## src/rtl/riscv_pipe_pkg.sv

```systemverilog
`default_nettype none
// ============================================================================
// Module   : riscv_pipe_pkg
// Purpose  : Shared types and constants for the pipeline stage registers.
//            Provides the occupancy state encoding, zero constants and the
//            standard ID/EX bundle widths used by the instantiating stages.
// Ports    : none (package)
// Revision : 1.0 - initial release
// ============================================================================
package riscv_pipe_pkg;

  // Occupancy of one stage register: nothing held, main only, main + skid.
  typedef enum logic [1:0] {
    ST_EMPTY = 2'd0,
    ST_ONE   = 2'd1,
    ST_TWO   = 2'd2
  } pipe_state_e;

  localparam logic [31:0] ZERO_WORD = 32'h0000_0000;
  localparam logic        ZERO      = 1'b0;

  // Standard ID/EX bundle: pc, imme, Rd_data1, Rd_data2 on the datapath side;
  // ALUSrc/ALUctl/branch/jump/mem/writeback flags on the control side.
  localparam int unsigned XLEN         = 32;
  localparam int unsigned ID_EX_DATA_W = 4 * XLEN;
  localparam int unsigned ID_EX_CTRL_W = 24;

endpackage : riscv_pipe_pkg
`default_nettype wire

```

## src/rtl/pipe_stage_entry.sv

```systemverilog
`default_nettype none
// ============================================================================
// Module   : pipe_stage_entry
// Purpose  : One valid + data + ctrl register slice of a pipeline stage
//            register. Used as the main entry and, optionally, the skid entry.
// Ports    : clk, rst          - clock, synchronous active-high reset
//            load_i            - capture data_i/ctrl_i and mark valid
//            clear_i           - drop the valid bit (payload is kept)
//            data_i, ctrl_i    - payload to capture
//            valid_o, data_o, ctrl_o - held contents
// Revision : 1.0 - initial release
// ============================================================================
module pipe_stage_entry
  import riscv_pipe_pkg::*;
#(
  parameter int DATA_W = 128,
  parameter int CTRL_W = 24
) (
  input  logic              clk,
  input  logic              rst,
  input  logic              load_i,
  input  logic              clear_i,
  input  logic [DATA_W-1:0] data_i,
  input  logic [CTRL_W-1:0] ctrl_i,
  output logic              valid_o,
  output logic [DATA_W-1:0] data_o,
  output logic [CTRL_W-1:0] ctrl_o
);

  logic              valid_q;
  logic [DATA_W-1:0] data_q;
  logic [CTRL_W-1:0] ctrl_q;

  // Clear only drops the valid bit: the payload stays stale, and the
  // consumer is responsible for masking anything that must not leak.
  always_ff @(posedge clk) begin
    if (rst) begin
      valid_q <= ZERO;
      data_q  <= '0;
      ctrl_q  <= '0;
    end else if (clear_i) begin
      valid_q <= ZERO;
    end else if (load_i) begin
      valid_q <= 1'b1;
      data_q  <= data_i;
      ctrl_q  <= ctrl_i;
    end
  end

  assign valid_o = valid_q;
  assign data_o  = data_q;
  assign ctrl_o  = ctrl_q;

endmodule : pipe_stage_entry
`default_nettype wire

```

## src/rtl/pipe_stage_reg.sv

```systemverilog
`default_nettype none
// ============================================================================
// Module   : pipe_stage_reg
// Purpose  : Parametrised inter-stage pipeline register with valid/ready
//            handshake, hazard stall, branch/jump flush, optional skid entry
//            and saturating stall/bubble performance counters.
// Ports    : clk, rst                      - clock, sync active-high reset
//            in_valid, in_ready            - upstream handshake
//            in_data, in_ctrl              - incoming datapath/control bundle
//            stall, flush                  - hazard stall, redirect flush
//            out_valid, out_ready          - downstream handshake
//            out_data, out_ctrl            - held bundle (ctrl zero if bubble)
//            stall_cnt, bubble_cnt         - saturating performance counters
// Revision : 1.0 - initial release
// ============================================================================
module pipe_stage_reg
  import riscv_pipe_pkg::*;
#(
  parameter int DATA_W  = 128,
  parameter int CTRL_W  = 24,
  parameter int SKID_EN = 1,
  parameter int CNT_W   = 16
) (
  input  logic              clk,
  input  logic              rst,
  input  logic              in_valid,
  output logic              in_ready,
  input  logic [DATA_W-1:0] in_data,
  input  logic [CTRL_W-1:0] in_ctrl,
  input  logic              stall,
  input  logic              flush,
  output logic              out_valid,
  input  logic              out_ready,
  output logic [DATA_W-1:0] out_data,
  output logic [CTRL_W-1:0] out_ctrl,
  output logic [CNT_W-1:0]  stall_cnt,
  output logic [CNT_W-1:0]  bubble_cnt
);

  localparam logic [CNT_W-1:0] CNT_MAX = '1;
  localparam logic [CNT_W-1:0] CNT_ONE = {{(CNT_W-1){1'b0}}, 1'b1};

  pipe_state_e state_q, state_d;

  logic              in_fire;
  logic              out_fire;
  logic              main_load;
  logic              main_clear;
  logic              main_from_skid;
  logic              skid_load;
  logic              skid_clear;

  logic              main_valid;
  logic [DATA_W-1:0] main_data;
  logic [CTRL_W-1:0] main_ctrl;
  logic [DATA_W-1:0] main_data_d;
  logic [CTRL_W-1:0] main_ctrl_d;

  logic              skid_valid;
  logic [DATA_W-1:0] skid_data;
  logic [CTRL_W-1:0] skid_ctrl;

  logic [CNT_W-1:0]  stall_cnt_q;
  logic [CNT_W-1:0]  bubble_cnt_q;

  // --------------------------------------------------------------------------
  // Handshake
  // --------------------------------------------------------------------------
  assign out_valid = main_valid;
  assign in_fire   = in_valid & in_ready;
  assign out_fire  = out_valid & out_ready;

  generate
    if (SKID_EN != 0) begin : g_skid_ready
      // Registered backpressure: only the skid occupancy gates acceptance,
      // so in_ready never depends combinationally on out_ready.
      assign in_ready = ~skid_valid & ~stall;
    end else begin : g_direct_ready
      assign in_ready = (~out_valid | out_ready) & ~stall;
    end
  endgenerate

  // --------------------------------------------------------------------------
  // Occupancy FSM
  // --------------------------------------------------------------------------
  always_ff @(posedge clk) begin
    if (rst) begin
      state_q <= ST_EMPTY;
    end else begin
      state_q <= state_d;
    end
  end

  always_comb begin
    state_d        = state_q;
    main_load      = 1'b0;
    main_clear     = 1'b0;
    main_from_skid = 1'b0;
    skid_load      = 1'b0;
    skid_clear     = 1'b0;

    if (flush) begin
      // Redirect: drop everything held and whatever is arriving this cycle.
      state_d    = ST_EMPTY;
      main_clear = 1'b1;
      skid_clear = 1'b1;
    end else begin
      case (state_q)
        ST_EMPTY: begin
          if (in_fire) begin
            main_load = 1'b1;
            state_d   = ST_ONE;
          end
        end
        ST_ONE: begin
          if (in_fire && out_fire) begin
            main_load = 1'b1;
          end else if (in_fire) begin
            // Only reachable with a skid entry: without one, in_fire while
            // holding an entry implies out_ready.
            if (SKID_EN != 0) begin
              skid_load = 1'b1;
              state_d   = ST_TWO;
            end
          end else if (out_fire) begin
            main_clear = 1'b1;
            state_d    = ST_EMPTY;
          end
        end
        ST_TWO: begin
          // in_ready is low here, so the only event is a drain of main.
          if (out_fire) begin
            main_load      = 1'b1;
            main_from_skid = 1'b1;
            skid_clear     = 1'b1;
            state_d        = ST_ONE;
          end
        end
        default: begin
          state_d    = ST_EMPTY;
          main_clear = 1'b1;
          skid_clear = 1'b1;
        end
      endcase
    end
  end

  // --------------------------------------------------------------------------
  // Storage
  // --------------------------------------------------------------------------
  // The skid entry is always older than the input, so it has priority.
  assign main_data_d = main_from_skid ? skid_data : in_data;
  assign main_ctrl_d = main_from_skid ? skid_ctrl : in_ctrl;

  pipe_stage_entry #(
    .DATA_W (DATA_W),
    .CTRL_W (CTRL_W)
  ) u_main (
    .clk     (clk),
    .rst     (rst),
    .load_i  (main_load),
    .clear_i (main_clear),
    .data_i  (main_data_d),
    .ctrl_i  (main_ctrl_d),
    .valid_o (main_valid),
    .data_o  (main_data),
    .ctrl_o  (main_ctrl)
  );

  generate
    if (SKID_EN != 0) begin : g_skid
      pipe_stage_entry #(
        .DATA_W (DATA_W),
        .CTRL_W (CTRL_W)
      ) u_skid (
        .clk     (clk),
        .rst     (rst),
        .load_i  (skid_load),
        .clear_i (skid_clear),
        .data_i  (in_data),
        .ctrl_i  (in_ctrl),
        .valid_o (skid_valid),
        .data_o  (skid_data),
        .ctrl_o  (skid_ctrl)
      );
    end else begin : g_no_skid
      logic unused_skid_ctl;
      assign unused_skid_ctl = skid_load ^ skid_clear;
      assign skid_valid      = 1'b0;
      assign skid_data       = '0;
      assign skid_ctrl       = '0;
    end
  endgenerate

  assign out_data = main_data;
  // A bubble must never carry MemWrite/RegWrite downstream.
  assign out_ctrl = main_valid ? main_ctrl : '0;

  // --------------------------------------------------------------------------
  // Performance counters (saturating, cleared only by reset)
  // --------------------------------------------------------------------------
  always_ff @(posedge clk) begin
    if (rst) begin
      stall_cnt_q  <= '0;
      bubble_cnt_q <= '0;
    end else begin
      if (out_valid && !out_ready && (stall_cnt_q != CNT_MAX)) begin
        stall_cnt_q <= stall_cnt_q + CNT_ONE;
      end
      if (!out_valid && (bubble_cnt_q != CNT_MAX)) begin
        bubble_cnt_q <= bubble_cnt_q + CNT_ONE;
      end
    end
  end

  assign stall_cnt  = stall_cnt_q;
  assign bubble_cnt = bubble_cnt_q;

endmodule : pipe_stage_reg
`default_nettype wire

```

## config.mk

```make
export PLATFORM = sky130hd
export DESIGN_NAME = pipe_stage_reg
export DESIGN_NICKNAME = d
export VERILOG_FILES = /design/src/rtl/riscv_pipe_pkg.sv /design/src/rtl/pipe_stage_entry.sv /design/src/rtl/pipe_stage_reg.sv
export SDC_FILE = /design/constraint.sdc
export NUM_CORES = 1
export LEC_CHECK = 0
export BUFFER_PORTS_ARGS = -buffer_cell sky130_fd_sc_hd__buf_2
export CAP_MARGIN = 20
export CORE_ASPECT_RATIO = 0.6
export CORE_UTILIZATION = 30
export DETAILED_ROUTE_END_ITERATION = 8
export HOLD_SLACK_MARGIN = 0.02
export SKIP_LAST_GASP = 1
export SYNTH_ARGS = -nofsm -noshare
export SYNTH_HDL_FRONTEND = slang
export SYNTH_SLANG_ARGS = --single-unit
```

## constraint.sdc

```tcl
create_clock -name clk -period 4 [get_ports clk]
set_input_delay 0.2 -clock clk [delete_from_list [all_inputs] [get_ports clk]]
set_output_delay 0.2 -clock clk [all_outputs]
set_load 0.03 [all_outputs]
```

==> results.yml <==
status:
  status: "finished clean"
synth:
  synth_edf_count: 0
  yosysSeqAreaShare_pct: 47.3
  syn_avg_cell_area_um2: 8.92
  synthArstFlopShare_pct: 0
  synth_ff_type: "dfxtp_1"
  synth_cell_type_count: 56
  syn_nets: 1773
  yosysTopAreaCellShare_pct: 47.3
  ys_ff_latch: 340
  yosys-top-cells-area: "dfxtp_1 (47%), a21oi_1 (11%), mux2i_1 (11%)"
  syn_inst: 1613
  synth_top_area_cell: "dfxtp_1"
  synthesis.area_mm2: 0.0144
  ys_warn_count: 0
drt:
  drtIter0Drc: 923
  vias: 13400
  antenna_left: 0
  routed_via_density: 5.04
  drt_pre_antenna_iters: 5
  routed_wl_um: 44500
  wl_per_cell_um: 16.7
  post-route-drc-count: 0
timing:
  worst_pin_slew_ns: 1.36
  hold_ws_ns: 0.104
  fin_worst_skew_ns: 0.0134
  rsz0062_at_grt: "false"
  fmax_mhz: 381
  finalSetupViolCount: 0
  tns_ns: 0
  min_period_over_period_pct: 65.6
  finalCriticalPeriod_ns: 2.62
  maxSlewViolCount: 0
  hold_viol: 0
  max_slew_margin_pct: 9.36
clocking:
  cts_buffer_depth: 3
  numClockSinks: 340
  root_buffer: "clkbuf_16"
  clkTransAtPathRegs_ns: 0.06
  h-tree-depth: 2
  cts_resized: 0
  cts_buffers: 36
  cts_tree: "built"
  insertion_delay_ns: 0.51
die:
  core_mm2: 0.0468
  initial_utilization_pct: 30.7
  die_x_um: 285
  die_h_um: 172
  dieArea_mm2: 0.0488
  core.rowCount: 61
  ios: 344
global_route:
  antenna_found_initial: 5
  grt_pass1_wl_um: 68700
  grt_pass1_vias: 12400
  grt_use_total_pct: 17.2
  gr-total-overflow: 0
  grt_max_degree: 234
placement:
  dp_hpwl_um: 28000
  portBuffers: 343
  post_dp_cell_area_mm2: 0.0165
  placed_cells: 2445
  place.gp.congestion: 0.859
flow_run:
  cap_violations: 0
critical_path:
  crit_type: "flip-flop to flip-flop"
  path_max_fanout: 78
  worst_setup_path_end_kind: "flip-flop"
  start_kind: "flip-flop"
  cp.arrival_ns: 3.06
  required_ns: 4.44
cells_and_area:
  design_area_mm2: 0.0192
  drive_gt1_share_pct: 21.6
  instances_no_fill: 2666
  finish.utilization_pct: 41.0
  layout-area-overhead-vs-synth_pct: 33.4
  nets: 2166
  fillCellCount: 4565
power:
  cellPowerDensity_mw_per_mm2: 403
  leakagePower_nw: 8.19
  peakVddDrop_mv: 0.198
worst_hold_path:
  worst_hold_path_type: "input port to flip-flop"
## repair_timing
item                      4_1_cts  5_1_grt
hold endpoints to repair      154        0
hold buffers                  153        0
buffers inserted                0        0
## state kept, by name (all words and copies together) (netlist names)
register               count
bubble_cnt                16
g_skid.u_skid.ctrl_o      24
u_main.data_o            128
g_skid.u_skid.valid_o      1
stall_cnt                 16
g_skid.u_skid.data_o     128
u_main.ctrl_o             24
state_q                    2
u_main.valid_o             1
## cells in the mapped netlist, types with 2 or more instances
| cell type | n |
|---|---|
| or4_1 | 8 |
| nand3_1 | 11 |
| buf_2 | 43 |
| nand2_1 | 320 |
| buf_4 | 14 |
| o21ai_0 | 6 |
| a21oi_1 | 323 |
| nor4_1 | 2 |
| nor3_1 | 5 |
| dfxtp_1 | 340 |
| nor2b_1 | 6 |
| and2_1 | 25 |
| clkbuf_1 | 101 |
| o311ai_0 | 4 |
| o41ai_1 | 6 |
| and3_1 | 5 |
| nand3b_1 | 2 |
| ha_1 | 2 |
| mux2_2 | 5 |
| nor2_1 | 15 |
| o31ai_1 | 9 |
| mux2i_1 | 154 |
| and4_1 | 4 |
| a311oi_1 | 142 |
| or3_1 | 7 |
| and4b_1 | 2 |
| nand4_1 | 10 |
| inv_1 | 5 |
| a311oi_2 | 10 |
## kinds of logic (layout without fill, tap and decap cells)
group           count (synthesis)  count (layout)  synth area share, %
compound gates                515             515                 23.1
xor+xnor                        2               2                0.122
fa+ha+maj                       2               2                0.174
buf+inv                       166             584                 5.12
flops                         340             340                 47.3
mux                           159             159                 11.1
other cells                     0               5                    0
simple gates                  429             429                 13.0
## worst paths after layout
check | from | end | slack, ns | cells after the start
setup / recovery | state_q[1] | g_skid.u_skid.data_o[16] | 1.38 | 6
hold / removal | rst | bubble_cnt[14] | 0.10 | 2
setup reg to reg | state_q[1] | g_skid.u_skid.data_o[16] | 1.38 | 6
hold reg to reg | g_skid.u_skid.data_o[32] | g_skid.u_skid.data_o[32] | 0.45 | 2
## cells in the final DEF (no fill, tap or decap), types with 15 or more instances in the layout
cell           instances
dfxtp_1              340
dlygate4sd3_1        153
and2_1                25
buf_2                342
a311oi_1             142
mux2i_1              154
clkbuf_16             37
nand2_1              320
a21oi_1              323
nor2_1                15
## area by class of cell
class | count | area [um2] | area share (%)
sequential | 340 | 6810 | 35.5
multi-input combinational | 1107 | 6880 | 35.8
timing repair buffer | 515 | 3530 | 18.4
antenna | 5 | 12.5 | 0.0652
inverter | 6 | 30.0 | 0.157
tap | 630 | 788 | 4.11
clock inverter | 6 | 55.1 | 0.287
clock buffer | 57 | 1090 | 5.69
## per-layer routing
metal / vias to the layer above / wire length [um] / global-route usage (%)
met5: - / 0 / 0
met4: 0 / 1180 / 5.70
met3: 92 / 2300 / 3.78
met2: 335 / 20400 / 26.7
met1: 6338 / 20600 / 23.5
li1: 6668 / - / -
## where the power goes
part	total [W]	internal, W	switching [W]
registers	0.00353	0.00348	0.0000517
clock network	0.00330	0.00193	0.00137
logic	0.000890	0.000348	0.000542
total	0.00773	0.00576	0.00197
## critical path, cell delays in order (launching register included)
cell and delay (ns):
dfxtp_1 0.36, nor4b_1 0.30, buf_4 0.20, and3_4 0.81, buf_4 0.54, nand2_1 0.13, a21oi_1 0.15
## through the flow
step	worst slack [ns]	power (W)
after floorplan	1.90	0.00409
after CTS	1.31	0.00785
after global placement	1.42	0.00436
final	1.38	0.00773
after detailed placement	1.33	0.00437
after global routing	1.11	0.00807
No activity file was read; power rests on OpenSTA's default activity.
